==> config.mk <==
export PLATFORM = sky130hd
export DESIGN_NAME = adc_serial_readout
export DESIGN_NICKNAME = d
export VERILOG_FILES = /design/src/rtl/adc_serial_readout.sv
export SDC_FILE = /design/constraint.sdc
export NUM_CORES = 1
export LEC_CHECK = 0
export CAP_MARGIN = 25
export CORE_MARGIN = 2
export CORE_UTILIZATION = 64
export CTS_CLUSTER_DIAMETER = 150
export DETAILED_ROUTE_END_ITERATION = 10
export GPL_TIMING_DRIVEN = 0
export HOLD_SLACK_MARGIN = 0.12
export PLACE_DENSITY = 0.82
export SYNTH_ARGS = -nofsm -noshare
export SYNTH_HDL_FRONTEND = slang
export SYNTH_SLANG_ARGS = --single-unit
==> constraint.sdc <==
create_clock -name Clk -period 9.4 [get_ports Clk]
set_input_delay 1.88 -clock Clk [delete_from_list [all_inputs] [get_ports Clk]]
set_output_delay 1.88 -clock Clk [all_outputs]
set_load 0.02 [all_outputs]
==> src/rtl/adc_serial_readout.sv <==
// Serial ADC frame controller: resets and clocks NCH serial converters, captures WIDTH bits
// per channel, then streams all channels out on a ClkOut/DataOut/FrameOut serial link.
module adc_serial_readout #(
  parameter int unsigned NCH      = 8,
  parameter int unsigned WIDTH    = 12,
  parameter int unsigned CLKDIV   = 4,
  parameter int unsigned CONV_CYC = 16
) (
  input  logic           Clk,
  input  logic           Rst,
  input  logic           Start,
  input  logic           Cont,
  input  logic [1:0]     Mode,
  output logic [1:0]     ADMode,
  output logic           ADRst,
  output logic           ADClk,
  input  logic [NCH-1:0] ADSout,
  output logic           ClkOut,
  output logic           DataOut,
  output logic           FrameOut,
  output logic           Busy,
  output logic           Done,
  output logic           Overrun
);

  localparam int unsigned NBITS = NCH * WIDTH;
  // One tick counter serves every state; OUT needs the longest run.
  localparam int unsigned TMAX  = (2 * CONV_CYC > 2 * NBITS) ? 2 * CONV_CYC : 2 * NBITS;
  localparam int unsigned TW    = $clog2(TMAX);
  localparam int unsigned DW    = (CLKDIV > 1) ? $clog2(CLKDIV) : 1;

  typedef enum logic [2:0] {StIdle, StAdRst, StConv, StShift, StOut} state_e;

  state_e           state_q, state_d;
  logic [DW-1:0]    div_q, div_d;
  logic [TW-1:0]    tcnt_q, tcnt_d;
  logic             adclk_q, adclk_d;
  logic             fin_q, fin_d;
  logic [1:0]       mode_q, mode_d;
  logic             ovr_q, ovr_d;
  logic [NBITS-1:0] sr_q, sr_d;
  logic             tick;
  logic             frame_out;

  assign tick = (state_q != StIdle) && (div_q == DW'(CLKDIV - 1));

  always_ff @(posedge Clk or posedge Rst) begin
    if (Rst) begin
      state_q <= StIdle;
      div_q   <= '0;
      tcnt_q  <= '0;
      adclk_q <= 1'b0;
      fin_q   <= 1'b0;
      mode_q  <= 2'b00;
      ovr_q   <= 1'b0;
      sr_q    <= '0;
    end else begin
      state_q <= state_d;
      div_q   <= div_d;
      tcnt_q  <= tcnt_d;
      adclk_q <= adclk_d;
      fin_q   <= fin_d;
      mode_q  <= mode_d;
      ovr_q   <= ovr_d;
      sr_q    <= sr_d;
    end
  end

  always_comb begin
    state_d = state_q;
    div_d   = (state_q == StIdle || tick) ? '0 : div_q + DW'(1);
    tcnt_d  = tcnt_q;
    adclk_d = adclk_q;
    fin_d   = fin_q;
    mode_d  = mode_q;
    ovr_d   = ovr_q;
    sr_d    = sr_q;

    if (Start && state_q != StIdle) ovr_d = 1'b1;

    unique case (state_q)
      StIdle: begin
        if (Start) begin
          mode_d  = Mode;
          ovr_d   = 1'b0;
          state_d = StAdRst;
          div_d   = '0;
          tcnt_d  = '0;
          adclk_d = 1'b0;
        end
      end
      StAdRst: begin
        if (tick) begin
          if (tcnt_q == TW'(1)) begin
            tcnt_d  = '0;
            state_d = StConv;
          end else begin
            tcnt_d = tcnt_q + TW'(1);
          end
        end
      end
      StConv: begin
        if (tick) begin
          adclk_d = ~adclk_q;
          if (tcnt_q == TW'(2 * CONV_CYC - 1)) begin
            tcnt_d  = '0;
            state_d = StShift;
          end else begin
            tcnt_d = tcnt_q + TW'(1);
          end
        end
      end
      StShift: begin
        if (tick) begin
          adclk_d = ~adclk_q;
          // Sample on the falling converter clock; channel 0 occupies the top bits.
          if (adclk_q) begin
            for (int i = 0; i < NCH; i++) begin
              sr_d[(NCH-i)*WIDTH-1 -: WIDTH] = {sr_q[(NCH-i)*WIDTH-2 -: (WIDTH-1)], ADSout[i]};
            end
          end
          if (tcnt_q == TW'(2 * WIDTH - 1)) begin
            tcnt_d  = '0;
            state_d = StOut;
          end else begin
            tcnt_d = tcnt_q + TW'(1);
          end
        end
      end
      StOut: begin
        if (fin_q) begin
          // Done cycle: decide between the next frame and idle.
          fin_d = 1'b0;
          div_d = '0;
          if (Cont) begin
            state_d = StAdRst;
            mode_d  = Mode;
            tcnt_d  = '0;
          end else begin
            state_d = StIdle;
          end
        end else if (tick) begin
          if (tcnt_q[0]) sr_d = sr_q << 1;
          if (tcnt_q == TW'(2 * NBITS - 1)) begin
            tcnt_d = '0;
            fin_d  = 1'b1;
          end else begin
            tcnt_d = tcnt_q + TW'(1);
          end
        end
      end
      default: state_d = StIdle;
    endcase
  end

  assign frame_out = (state_q == StOut) && !fin_q;

  assign ADMode   = mode_q;
  assign ADRst    = (state_q == StAdRst);
  assign ADClk    = adclk_q;
  assign FrameOut = frame_out;
  assign ClkOut   = frame_out && tcnt_q[0];
  assign DataOut  = frame_out && sr_q[NBITS-1];
  assign Busy     = (state_q != StIdle);
  assign Done     = (state_q == StOut) && fin_q;
  assign Overrun  = ovr_q;

endmodule

==> impl_metrics.json <==
{
  "port_buffers": 23,
  "crit_required_ps": 7520,
  "syn_area_um2": 4810,
  "startpoint_type": "flop",
  "slew_violations": 0,
  "insertion_delay_ps": 500,
  "grt_pass1_wl_um": 14800,
  "postCtsSetupRepairBufs": 0,
  "drc": 0,
  "drtIter0Drc": 160,
  "synthArstFlopShare_pct": 100,
  "final-setup-viol-count": 0,
  "rsz0062_at_grt": "no",
  "ant_nets": 0,
  "drt_first_pass_iters": 4,
  "core_area_um2": 7250,
  "crit_buf_inv": 2,
  "path_cells": "buf_2 > nor4b_4 > and2_1 > clkdlybuf4s50_1",
  "grt_max_degree": 67,
  "final_cell_mix": "114 x dfrtp_1, 62 x mux2_2, 39 x mux2_1",
  "wl_per_cell_um": 17.1,
  "syn_inst": 347,
  "synthToLayoutAreaGrowth_pct": 19.4,
  "track_usage_pct": 23.4,
  "power.total_mw": 1.39,
  "htreeDepth": 4,
  "antennaDiodeCount": 0,
  "ir_drop_v": 0.000162,
  "start_util_pct": 66.3,
  "hold_buffers": 0,
  "seqCellArea_um2": 2850,
  "final_common_cell": "dfrtp_1",
  "die_x_um": 90.7,
  "synth_fp_nets": 364,
  "grt_antenna_before_repair": 0,
  "status": "finished, final reports clean",
  "final_area_um2": 5740,
  "cts_tree": "yes",
  "fmax_mhz": 240,
  "relSlewSlack_pct": 58.9,
  "fp.dieArea_um2": 8230,
  "postPlaceCellArea_um2": 5190,
  "layout-drive-gt1-share_pct": 28.9,
  "clk_pin_slew_ps": 50,
  "vias_per_cell": 5.63,
  "p_leak_nw": 2.90,
  "tns_ps": 0,
  "cts_sinks": 114,
  "synth_edf_count": 0,
  "cts_buffer_depth": 2,
  "finalHoldViolCount": 0,
  "worstPathArrival_ps": 2290,
  "max_stage_delay_ps": 600,
  "numCtsBuffers": 17,
  "post-route-util_pct": 79.2,
  "fin_crit_sh_pct": 44.3,
  "rows": 31,
  "place.gp.congestion": 0.822,
  "grt_pass1_vias": 3029,
  "synthDistinctLibCells": 41,
  "power-per-cell-area_nw_per_um2": 242,
  "ys_ff_latch": 114,
  "drt_wl_total_um": 8580,
  "hpwl_um": 5210,
  "ys_warn_count": 0,
  "overflow": 0,
  "ys.flop_type": "dfrtp_1",
  "clockRootBuffer": "clkbuf_8",
  "post_cts_resized": 0,
  "num_vias": 2820,
  "die_h_um": 90.7,
  "cp_max_fo": 10,
  "clock_skew_ps": 8.97,
  "fillerInstances": 428,
  "min_path_type": "flop to flop",
  "crit_type": "flop to output pin",
  "multiInputGateArea_um2": 1820,
  "cap_violations": 0,
  "cp_slowest_cell": "clkdlybuf4s50_1",
  "critical_path.top_delay_family": "buffers and inverters",
  "seq_area_frac_synth_pct": 59.3,
  "critical_path.endpoint_type": "output pin",
  "worstMarginPinSlew_ps": 617,
  "min_period_ps": 4170,
  "fin_nets": 407,
  "io_pins": 24,
  "avgSynthCellArea_um2": 13.9
}
## power by group
group | internal [mW] | switching, mW
Combinational | 0.107 | 0.135
Sequential | 0.530 | 0.0279
Clock | 0.379 | 0.210
## worst reg2reg max path, stage by stage (launching register included)
cell and delay [ps]:
dfrtp_1 350, ha_1 140, clkbuf_1 300, a21boi_1 280, a21boi_2 430, buf_6 230, buf_6 170, mux2_1 350
## layout make-up
type / count / share of cell area (%)
repair buffers: 24 / 4.49
clock buffers: 20 / 7.58
inverters: 6 / 0.436
clock inverters: 11 / 1.98
well taps: 99 / 2.16
multi-input cells: 210 / 31.6
flip-flops and latches: 114 / 49.7
plain buffers: 17 / 2.07
## worst paths after layout
kind,from,cells past startpoint,to,slack [ps]
setup / recovery,state_q[1],4,DataOut,5230
hold / removal,div_q[0],1,div_q[0],440
setup reg to reg,div_q[0],7,sr_q[81],7040
hold reg to reg,div_q[0],1,div_q[0],440
max in group asynchronous,Rst,3,sr_q[21],6850
min in group asynchronous,Rst,2,sr_q[63],1820
## stage by stage
stage                     hold slack (ps)  cells  worst slack (ps)
after CTS                             444    501              5220
after global placement                422    469              3120
after floorplan                       411    347              4500
after global routing                  454    501              5150
after detailed placement              437    470              5730
final                                 437    501              5230
## cell usage after synthesis, drive strengths merged, types with 2 or more instances
master	number	share of area [%]
or3	2	0.26
nor2b	5	0.65
ha	3	0.78
buf	15	2.3
inv	6	0.47
mux2	101	24
nand2b	6	0.78
nand3	4	0.42
a22o	4	0.73
nor3	6	0.86
nor4	2	0.26
a31oi	2	0.26
nor2	7	0.65
dfrtp	114	59
and3	5	0.65
and2	3	0.39
a211oi	2	0.31
a21oi	4	0.42
a21boi	3	0.62
clkbuf	2	0.16
nand2	28	2.2
nor4b	3	0.86
o21ai	10	1.0
## logic make-up after synthesis
kind of cell / Yosys count / share of synthesized area, %
muxes: 102 / 23.8
adders and majority gates: 3 / 0.780
and+or+nand+nor: 73 / 8.35
DFF: 114 / 59.3
AOI/OAI and AO/OA: 31 / 4.60
buffers and inverters: 23 / 2.94
xor gates and xnor gates: 1 / 0.182
## sequential cells by signal (all words and copies together) (netlist names), named ones only
signal / flops
ADClk: 1
fin_q: 1
div_q: 2
ADMode: 2
sr_q: 96
state_q: 3
tcnt_q: 8
## routing by layer
| layer | GRT usage, % | vias up | routed length (µm) |
|---|---|---|---|
| met1 | 29.2 | 1459 | 3680 |
| met5 | 0 | - | 0 |
| met2 | 38.9 | 44 | 4510 |
| met4 | 9.49 | 0 | 79 |
| li1 | - | 1309 | - |
| met3 | 6.34 | 8 | 307 |
Note: power is estimated with default switching activity, not from simulation.
